File: src/rtl/dmem_arbiter_if.sv
// Bundle of IFU, LSU and memory-side signals around the data-memory arbiter.
// The arbiter takes the slave view; requesters plus memory together take the master view.
interface dmem_arbiter_if #(
  parameter int unsigned ADDR_W = 32,
  parameter int unsigned DATA_W = 32
);
  logic                  ifu_req_valid;
  logic                  ifu_req_ready;
  logic [ADDR_W-1:0]     ifu_addr;
  logic                  ifu_rsp_valid;
  logic                  ifu_rsp_err;
  logic [DATA_W-1:0]     ifu_rdata;

  logic                  lsu_req_valid;
  logic                  lsu_req_ready;
  logic [ADDR_W-1:0]     lsu_addr;
  logic                  lsu_wen;
  logic [DATA_W-1:0]     lsu_wdata;
  logic [DATA_W/8-1:0]   lsu_wmask;
  logic                  lsu_rsp_valid;
  logic                  lsu_rsp_err;
  logic [DATA_W-1:0]     lsu_rdata;

  logic                  mem_req_valid;
  logic                  mem_req_ready;
  logic [ADDR_W-1:0]     mem_addr;
  logic                  mem_wen;
  logic [DATA_W-1:0]     mem_wdata;
  logic [DATA_W/8-1:0]   mem_wmask;
  logic                  mem_rsp_valid;
  logic [DATA_W-1:0]     mem_rdata;

  modport slave (
    input  ifu_req_valid, ifu_addr,
    input  lsu_req_valid, lsu_addr, lsu_wen, lsu_wdata, lsu_wmask,
    input  mem_req_ready, mem_rsp_valid, mem_rdata,
    output ifu_req_ready, ifu_rsp_valid, ifu_rsp_err, ifu_rdata,
    output lsu_req_ready, lsu_rsp_valid, lsu_rsp_err, lsu_rdata,
    output mem_req_valid, mem_addr, mem_wen, mem_wdata, mem_wmask
  );

  modport master (
    output ifu_req_valid, ifu_addr,
    output lsu_req_valid, lsu_addr, lsu_wen, lsu_wdata, lsu_wmask,
    output mem_req_ready, mem_rsp_valid, mem_rdata,
    input  ifu_req_ready, ifu_rsp_valid, ifu_rsp_err, ifu_rdata,
    input  lsu_req_ready, lsu_rsp_valid, lsu_rsp_err, lsu_rdata,
    input  mem_req_valid, mem_addr, mem_wen, mem_wdata, mem_wmask
  );
endinterface

File: src/rtl/dmem_arbiter.sv
// Round-robin arbiter sharing one data-memory port between IFU and LSU, one transaction
// in flight, with a watchdog that answers with an error if memory never responds.
module dmem_arbiter #(
  parameter int unsigned ADDR_W  = 32,
  parameter int unsigned DATA_W  = 32,
  parameter int unsigned TIMEOUT = 255
) (
  input  logic             clk,
  input  logic             rst,
  dmem_arbiter_if.slave    bus
);
  localparam int unsigned MASK_W = DATA_W / 8;
  localparam int unsigned CNT_W  = (TIMEOUT > 0) ? $clog2(TIMEOUT + 1) : 1;
  localparam logic OwnIfu = 1'b0;
  localparam logic OwnLsu = 1'b1;

  typedef enum logic [1:0] {StIdle, StIssue, StWait} state_e;

  state_e              state_q;
  logic                owner_q;
  logic                last_grant_q;
  logic [CNT_W-1:0]    cnt_q;

  logic                mem_req_valid_q;
  logic [ADDR_W-1:0]   addr_q;
  logic                wen_q;
  logic [DATA_W-1:0]   wdata_q;
  logic [MASK_W-1:0]   wmask_q;

  logic                ifu_rsp_valid_q;
  logic                ifu_rsp_err_q;
  logic [DATA_W-1:0]   ifu_rdata_q;
  logic                lsu_rsp_valid_q;
  logic                lsu_rsp_err_q;
  logic [DATA_W-1:0]   lsu_rdata_q;

  logic grant_ifu;
  logic grant_lsu;
  logic timeout_hit;
  logic finish;

  // Grant is combinational from the valids; forced low while reset is held.
  always_comb begin
    grant_ifu = 1'b0;
    grant_lsu = 1'b0;
    if (state_q == StIdle && !rst) begin
      if (bus.ifu_req_valid && bus.lsu_req_valid) begin
        grant_ifu = (last_grant_q == OwnLsu);
        grant_lsu = (last_grant_q == OwnIfu);
      end else begin
        grant_ifu = bus.ifu_req_valid;
        grant_lsu = bus.lsu_req_valid;
      end
    end
  end

  // Fires on the last allowed WAIT cycle so WAIT never exceeds TIMEOUT cycles.
  assign timeout_hit = (TIMEOUT != 0) && (cnt_q == CNT_W'(TIMEOUT - 1));
  assign finish      = bus.mem_rsp_valid || timeout_hit;

  always_ff @(posedge clk or posedge rst) begin
    if (rst) begin
      state_q         <= StIdle;
      owner_q         <= OwnIfu;
      last_grant_q    <= OwnLsu;
      cnt_q           <= '0;
      mem_req_valid_q <= 1'b0;
      addr_q          <= '0;
      wen_q           <= 1'b0;
      wdata_q         <= '0;
      wmask_q         <= '0;
      ifu_rsp_valid_q <= 1'b0;
      ifu_rsp_err_q   <= 1'b0;
      ifu_rdata_q     <= '0;
      lsu_rsp_valid_q <= 1'b0;
      lsu_rsp_err_q   <= 1'b0;
      lsu_rdata_q     <= '0;
    end else begin
      ifu_rsp_valid_q <= 1'b0;
      ifu_rsp_err_q   <= 1'b0;
      lsu_rsp_valid_q <= 1'b0;
      lsu_rsp_err_q   <= 1'b0;
      unique case (state_q)
        StIdle: begin
          if (grant_ifu || grant_lsu) begin
            addr_q          <= grant_lsu ? bus.lsu_addr : bus.ifu_addr;
            wen_q           <= grant_lsu & bus.lsu_wen;
            wdata_q         <= grant_lsu ? bus.lsu_wdata : '0;
            wmask_q         <= grant_lsu ? bus.lsu_wmask : '0;
            owner_q         <= grant_lsu;
            last_grant_q    <= grant_lsu;
            mem_req_valid_q <= 1'b1;
            state_q         <= StIssue;
          end
        end
        StIssue: begin
          if (bus.mem_req_ready) begin
            mem_req_valid_q <= 1'b0;
            cnt_q           <= '0;
            state_q         <= StWait;
          end
        end
        StWait: begin
          if (finish) begin
            // A real response wins over a coincident timeout.
            if (owner_q == OwnLsu) begin
              lsu_rsp_valid_q <= 1'b1;
              lsu_rsp_err_q   <= !bus.mem_rsp_valid;
              lsu_rdata_q     <= bus.mem_rsp_valid ? bus.mem_rdata : '0;
            end else begin
              ifu_rsp_valid_q <= 1'b1;
              ifu_rsp_err_q   <= !bus.mem_rsp_valid;
              ifu_rdata_q     <= bus.mem_rsp_valid ? bus.mem_rdata : '0;
            end
            state_q <= StIdle;
          end else if (cnt_q != {CNT_W{1'b1}}) begin
            cnt_q <= cnt_q + CNT_W'(1);
          end
        end
        default: state_q <= StIdle;
      endcase
    end
  end

  assign bus.ifu_req_ready = grant_ifu;
  assign bus.lsu_req_ready = grant_lsu;
  assign bus.ifu_rsp_valid = ifu_rsp_valid_q;
  assign bus.ifu_rsp_err   = ifu_rsp_err_q;
  assign bus.ifu_rdata     = ifu_rdata_q;
  assign bus.lsu_rsp_valid = lsu_rsp_valid_q;
  assign bus.lsu_rsp_err   = lsu_rsp_err_q;
  assign bus.lsu_rdata     = lsu_rdata_q;
  assign bus.mem_req_valid = mem_req_valid_q;
  assign bus.mem_addr      = addr_q;
  assign bus.mem_wen       = wen_q;
  assign bus.mem_wdata     = wdata_q;
  assign bus.mem_wmask     = wmask_q;
endmodule
File: src/flat_wrapper.sv
// flat-port wrapper written by rule: the top's interface ports become plain ports
module dmem_arbiter_flat 
#(
  parameter int unsigned ADDR_W  = 32,
  parameter int unsigned DATA_W  = 32,
  parameter int unsigned TIMEOUT = 255
)
  (clk, rst, bus_ifu_req_valid, bus_ifu_addr, bus_lsu_req_valid, bus_lsu_addr, bus_lsu_wen, bus_lsu_wdata, bus_lsu_wmask, bus_mem_req_ready, bus_mem_rsp_valid, bus_mem_rdata, bus_ifu_req_ready, bus_ifu_rsp_valid, bus_ifu_rsp_err, bus_ifu_rdata, bus_lsu_req_ready, bus_lsu_rsp_valid, bus_lsu_rsp_err, bus_lsu_rdata, bus_mem_req_valid, bus_mem_addr, bus_mem_wen, bus_mem_wdata, bus_mem_wmask);
  dmem_arbiter_if #(.ADDR_W(ADDR_W), .DATA_W(DATA_W)) bus_i ();
  input  logic clk;
  input  logic rst;
  input wire logic [$bits(bus_i.ifu_req_valid)-1:0] bus_ifu_req_valid;
  input wire logic [$bits(bus_i.ifu_addr)-1:0] bus_ifu_addr;
  input wire logic [$bits(bus_i.lsu_req_valid)-1:0] bus_lsu_req_valid;
  input wire logic [$bits(bus_i.lsu_addr)-1:0] bus_lsu_addr;
  input wire logic [$bits(bus_i.lsu_wen)-1:0] bus_lsu_wen;
  input wire logic [$bits(bus_i.lsu_wdata)-1:0] bus_lsu_wdata;
  input wire logic [$bits(bus_i.lsu_wmask)-1:0] bus_lsu_wmask;
  input wire logic [$bits(bus_i.mem_req_ready)-1:0] bus_mem_req_ready;
  input wire logic [$bits(bus_i.mem_rsp_valid)-1:0] bus_mem_rsp_valid;
  input wire logic [$bits(bus_i.mem_rdata)-1:0] bus_mem_rdata;
  output wire logic [$bits(bus_i.ifu_req_ready)-1:0] bus_ifu_req_ready;
  output wire logic [$bits(bus_i.ifu_rsp_valid)-1:0] bus_ifu_rsp_valid;
  output wire logic [$bits(bus_i.ifu_rsp_err)-1:0] bus_ifu_rsp_err;
  output wire logic [$bits(bus_i.ifu_rdata)-1:0] bus_ifu_rdata;
  output wire logic [$bits(bus_i.lsu_req_ready)-1:0] bus_lsu_req_ready;
  output wire logic [$bits(bus_i.lsu_rsp_valid)-1:0] bus_lsu_rsp_valid;
  output wire logic [$bits(bus_i.lsu_rsp_err)-1:0] bus_lsu_rsp_err;
  output wire logic [$bits(bus_i.lsu_rdata)-1:0] bus_lsu_rdata;
  output wire logic [$bits(bus_i.mem_req_valid)-1:0] bus_mem_req_valid;
  output wire logic [$bits(bus_i.mem_addr)-1:0] bus_mem_addr;
  output wire logic [$bits(bus_i.mem_wen)-1:0] bus_mem_wen;
  output wire logic [$bits(bus_i.mem_wdata)-1:0] bus_mem_wdata;
  output wire logic [$bits(bus_i.mem_wmask)-1:0] bus_mem_wmask;
  assign bus_i.ifu_req_valid = bus_ifu_req_valid;
  assign bus_i.ifu_addr = bus_ifu_addr;
  assign bus_i.lsu_req_valid = bus_lsu_req_valid;
  assign bus_i.lsu_addr = bus_lsu_addr;
  assign bus_i.lsu_wen = bus_lsu_wen;
  assign bus_i.lsu_wdata = bus_lsu_wdata;
  assign bus_i.lsu_wmask = bus_lsu_wmask;
  assign bus_i.mem_req_ready = bus_mem_req_ready;
  assign bus_i.mem_rsp_valid = bus_mem_rsp_valid;
  assign bus_i.mem_rdata = bus_mem_rdata;
  assign bus_ifu_req_ready = bus_i.ifu_req_ready;
  assign bus_ifu_rsp_valid = bus_i.ifu_rsp_valid;
  assign bus_ifu_rsp_err = bus_i.ifu_rsp_err;
  assign bus_ifu_rdata = bus_i.ifu_rdata;
  assign bus_lsu_req_ready = bus_i.lsu_req_ready;
  assign bus_lsu_rsp_valid = bus_i.lsu_rsp_valid;
  assign bus_lsu_rsp_err = bus_i.lsu_rsp_err;
  assign bus_lsu_rdata = bus_i.lsu_rdata;
  assign bus_mem_req_valid = bus_i.mem_req_valid;
  assign bus_mem_addr = bus_i.mem_addr;
  assign bus_mem_wen = bus_i.mem_wen;
  assign bus_mem_wdata = bus_i.mem_wdata;
  assign bus_mem_wmask = bus_i.mem_wmask;
  dmem_arbiter #(.ADDR_W(ADDR_W), .DATA_W(DATA_W), .TIMEOUT(TIMEOUT)) u_core (.clk(clk), .rst(rst), .bus(bus_i));
endmodule
File: config.mk
export PLATFORM = sky130hd
export DESIGN_NAME = dmem_arbiter_flat
export DESIGN_NICKNAME = d
export VERILOG_FILES = /design/src/rtl/dmem_arbiter_if.sv /design/src/rtl/dmem_arbiter.sv /design/src/flat_wrapper.sv
export SDC_FILE = /design/constraint.sdc
export NUM_CORES = 1
export LEC_CHECK = 0
export BUFFER_PORTS_ARGS = -buffer_cell sky130_fd_sc_hd__buf_2
export CAP_MARGIN = 15
export CELL_PAD_IN_SITES_DETAIL_PLACEMENT = 0
export CELL_PAD_IN_SITES_GLOBAL_PLACEMENT = 1
export CORE_MARGIN = 4
export CORE_UTILIZATION = 35
export CTS_CLUSTER_DIAMETER = 120
export CTS_CLUSTER_SIZE = 24
export DETAILED_ROUTE_END_ITERATION = 8
export PLACE_DENSITY_LB_ADDON = 0.05
export SLEW_MARGIN = 20
export SYNTH_ARGS = -nofsm -noshare
export SYNTH_HDL_FRONTEND = slang
export SYNTH_SLANG_ARGS = --single-unit
File: constraint.sdc
create_clock -name clk -period 5.4 [get_ports clk]
set_clock_uncertainty 0.15 [all_clocks]
set_input_delay 0.27 -clock clk [delete_from_list [all_inputs] [get_ports clk]]
set_output_delay 0.27 -clock clk [all_outputs]
set_load 0.01 [all_outputs]
==> results_dict.tcl <==
set metrics [dict create \
    post_cts_buffers 0 \
    design_area_um2 9100 \
    setup_tns_ns 0 \
    crit_path_end_kind "output port" \
    start_kind "primary input" \
    rsz0062_at_grt "false" \
    drtAntennaViolNets 0 \
    fin_ws_ns 2.59 \
    drt-total-wl_um 18400 \
    fillers 1460 \
    yosysTopAreaCell "dfrtp_1" \
    outcome "finished, final reports clean" \
    drive_above_1_share 0.388 \
    relSlewSlack 0.442 \
    ff2ff_path_depth 6 \
    syn2layout_area_growth_pct 52.1 \
    p_leak_nw 4.73 \
    power_per_cell_area_nw_per_um2 514 \
    period_share 0.520 \
    async_reset_ff_frac 1.00 \
    synth_cell_type_count 38 \
    gr-total-overflow 0 \
    cts_max_path_buffers 2 \
    cts_tree "done" \
    ys_ff_latch 150 \
    row_count 47 \
    required_ns 4.98 \
    post-synth-top-count-cell "dfrtp_1" \
    gr-usage-met2 0.324 \
    max_freq_mhz 356 \
    port_buffers 278 \
    dp_hpwl_um 12700 \
    synth_top_area_share 0.623 \
    drtPass1Iterations 5 \
    hold_path_depth 3 \
    setup_viol 0 \
    place.gp.congestion 0.767 \
    dr.first_iter.drc_count 259 \
    final_core_util 0.547 \
    arrival_ns 2.39 \
    routed_via_density 4.97 \
    grt_usage 0.190 \
    yosysSeqAreaShare 0.628 \
    grt_max_degree 95 \
    synth-main-ff-cell "dfrtp_1" \
    syn_inst 463 \
    clkLatencyLatePin_ns 0.41 \
    drt-wirelength-per-cell_um 17.4 \
    min_period_ns 2.81 \
    cts_resized 0 \
    initial_core_util 0.359 \
    core_um2 16600 \
    final_hold_viol_count 0 \
    fp.dieArea_um2 19200 \
    hold_class "in2reg" \
    num_vias 5285 \
    crit_fanout 38 \
    drc 0 \
    gr-usage-met1 0.218 \
    avgSynthCellArea_um2 12.9 \
    die_w_um 139 \
    synth_edf_count 0 \
    htreeDepth 4 \
    cts_root_buf "clkbuf_16" \
    met3_usage 0.0710 \
    netlist_area_um2 5980 \
    dpl_cell_area_um2 7530 \
    antenna_found_initial 0 \
    netlist_top_cells_count "dfrtp_1 (149), a32o_1 (64), nand2_1 (42), a22o_1 (37), o21ai_0 (37)" \
    io-pin-count 279 \
    grt_pass1_vias 5576 \
    hold_slack_ns 0.0162 \
    cap_violations 0 \
    path_class "in2out" \
    grt_pass1_wl_um 29300 \
    maxSlewViolCount 0 \
    num-nets-final 971 \
    grt-busiest-layer "met2" \
    vdd_drop_max_mv 0.224 \
    cts_buffers 17 \
    cts_hold_buf 103 \
    clk_pin_slew_ns 0.06 \
    clkSinkCount 150 \
    die_h_um 139 \
    dp_slack_ns 2.99 \
    diodes 0 \
    synthTopCellsByArea "dfrtp_1 (62%), a32o_1 (11%), a22o_1 (5.4%)" \
    yosysWarnings 0 \
    worstMarginPinSlew_ns 0.837 \
    synth_nets 604 \
]
[flip-flops by register name, summed over array words and instances, names as in the netlist, 2 cells and up]
name	flops
u_core.bus.lsu_rdata	32
u_core.bus.mem_wmask	4
u_core.bus.ifu_rdata	32
u_core.bus.mem_wdata	32
u_core.cnt_q	8
u_core.state_q	2
u_core.bus.mem_addr	32
[path summary, 6_finish.rpt]
kind,startpoint,to,slack [ns]
max,rst,bus_lsu_req_ready,2.59
min,bus_ifu_addr[8],u_core.bus.mem_addr[8]$_DFFE_PP0P_,0.02
max reg2reg,u_core.state_q[0]$_DFFE_PP0P_,u_core.bus.mem_addr[24]$_DFFE_PP0P_,2.76
min reg2reg,u_core.bus.mem_addr[31]$_DFFE_PP0P_,u_core.bus.mem_addr[31]$_DFFE_PP0P_,0.32
max in group asynchronous,rst,u_core.cnt_q[5]$_DFFE_PP0P_,3.37
min in group asynchronous,rst,u_core.owner_q$_DFFE_PP0P_,0.44
[cell families after synthesis]
kind of cell	after synthesis	share of synthesized area
compound gates	154	0.215
fa+ha+maj	2	0.00418
mux	33	0.0554
simple gates	77	0.0613
flops	150	0.628
buf+inv	47	0.0364
[cells in the final DEF (no fill, tap or decap), types with 6 or more instances in the layout]
cell and count:
buf_2 278, dfrtp_1 149, dlygate4sd3_1 103, a32o_1 64, nand2_1 42, o21ai_0 37
a22o_1 37, mux2i_1 32, clkbuf_16 17, nand3_1 10, inv_1 6, nor2_1 6
buf_4 6
[routing by layer]
metal,share of wire,up-vias
met1,0.39,2550
met2,0.50,211
met4,0.026,0
li1,-,2489
met5,0,-
met3,0.083,35
[report_power, final]
group / leakage (nW) / internal (mW) / switching (mW)
registers: 1.91 / 1.63 / 0.307
clock network: 0.261 / 0.614 / 0.456
logic: 2.56 / 0.798 / 0.876
[layout make-up]
class                      count  area (um^2)  share of cell area
tap                          220          275              0.0303
inverter                       8         35.0             0.00385
clock buffer                  22          464              0.0510
clock inverter                10         73.8             0.00811
sequential                   150         3750               0.413
timing repair buffer         387         2470               0.271
multi-input combinational    266         2030               0.223
[worst max-delay path, cell delays in order]
cell and delay (ns):
dlygate4sd3_1 0.53, buf_2 0.15, nor3_1 0.48, nand3_2 0.17, inv_2 0.52, buf_2 0.25
[per-stage QoR]
stage / total power, mW / instances
floorplan: 2.80 / 463
global placement: 3.54 / 928
detailed placement: 3.58 / 928
CTS: 4.75 / 1063
global route: 4.99 / 1063
finish: 4.68 / 1063
Power figures use the tool's default switching activity.
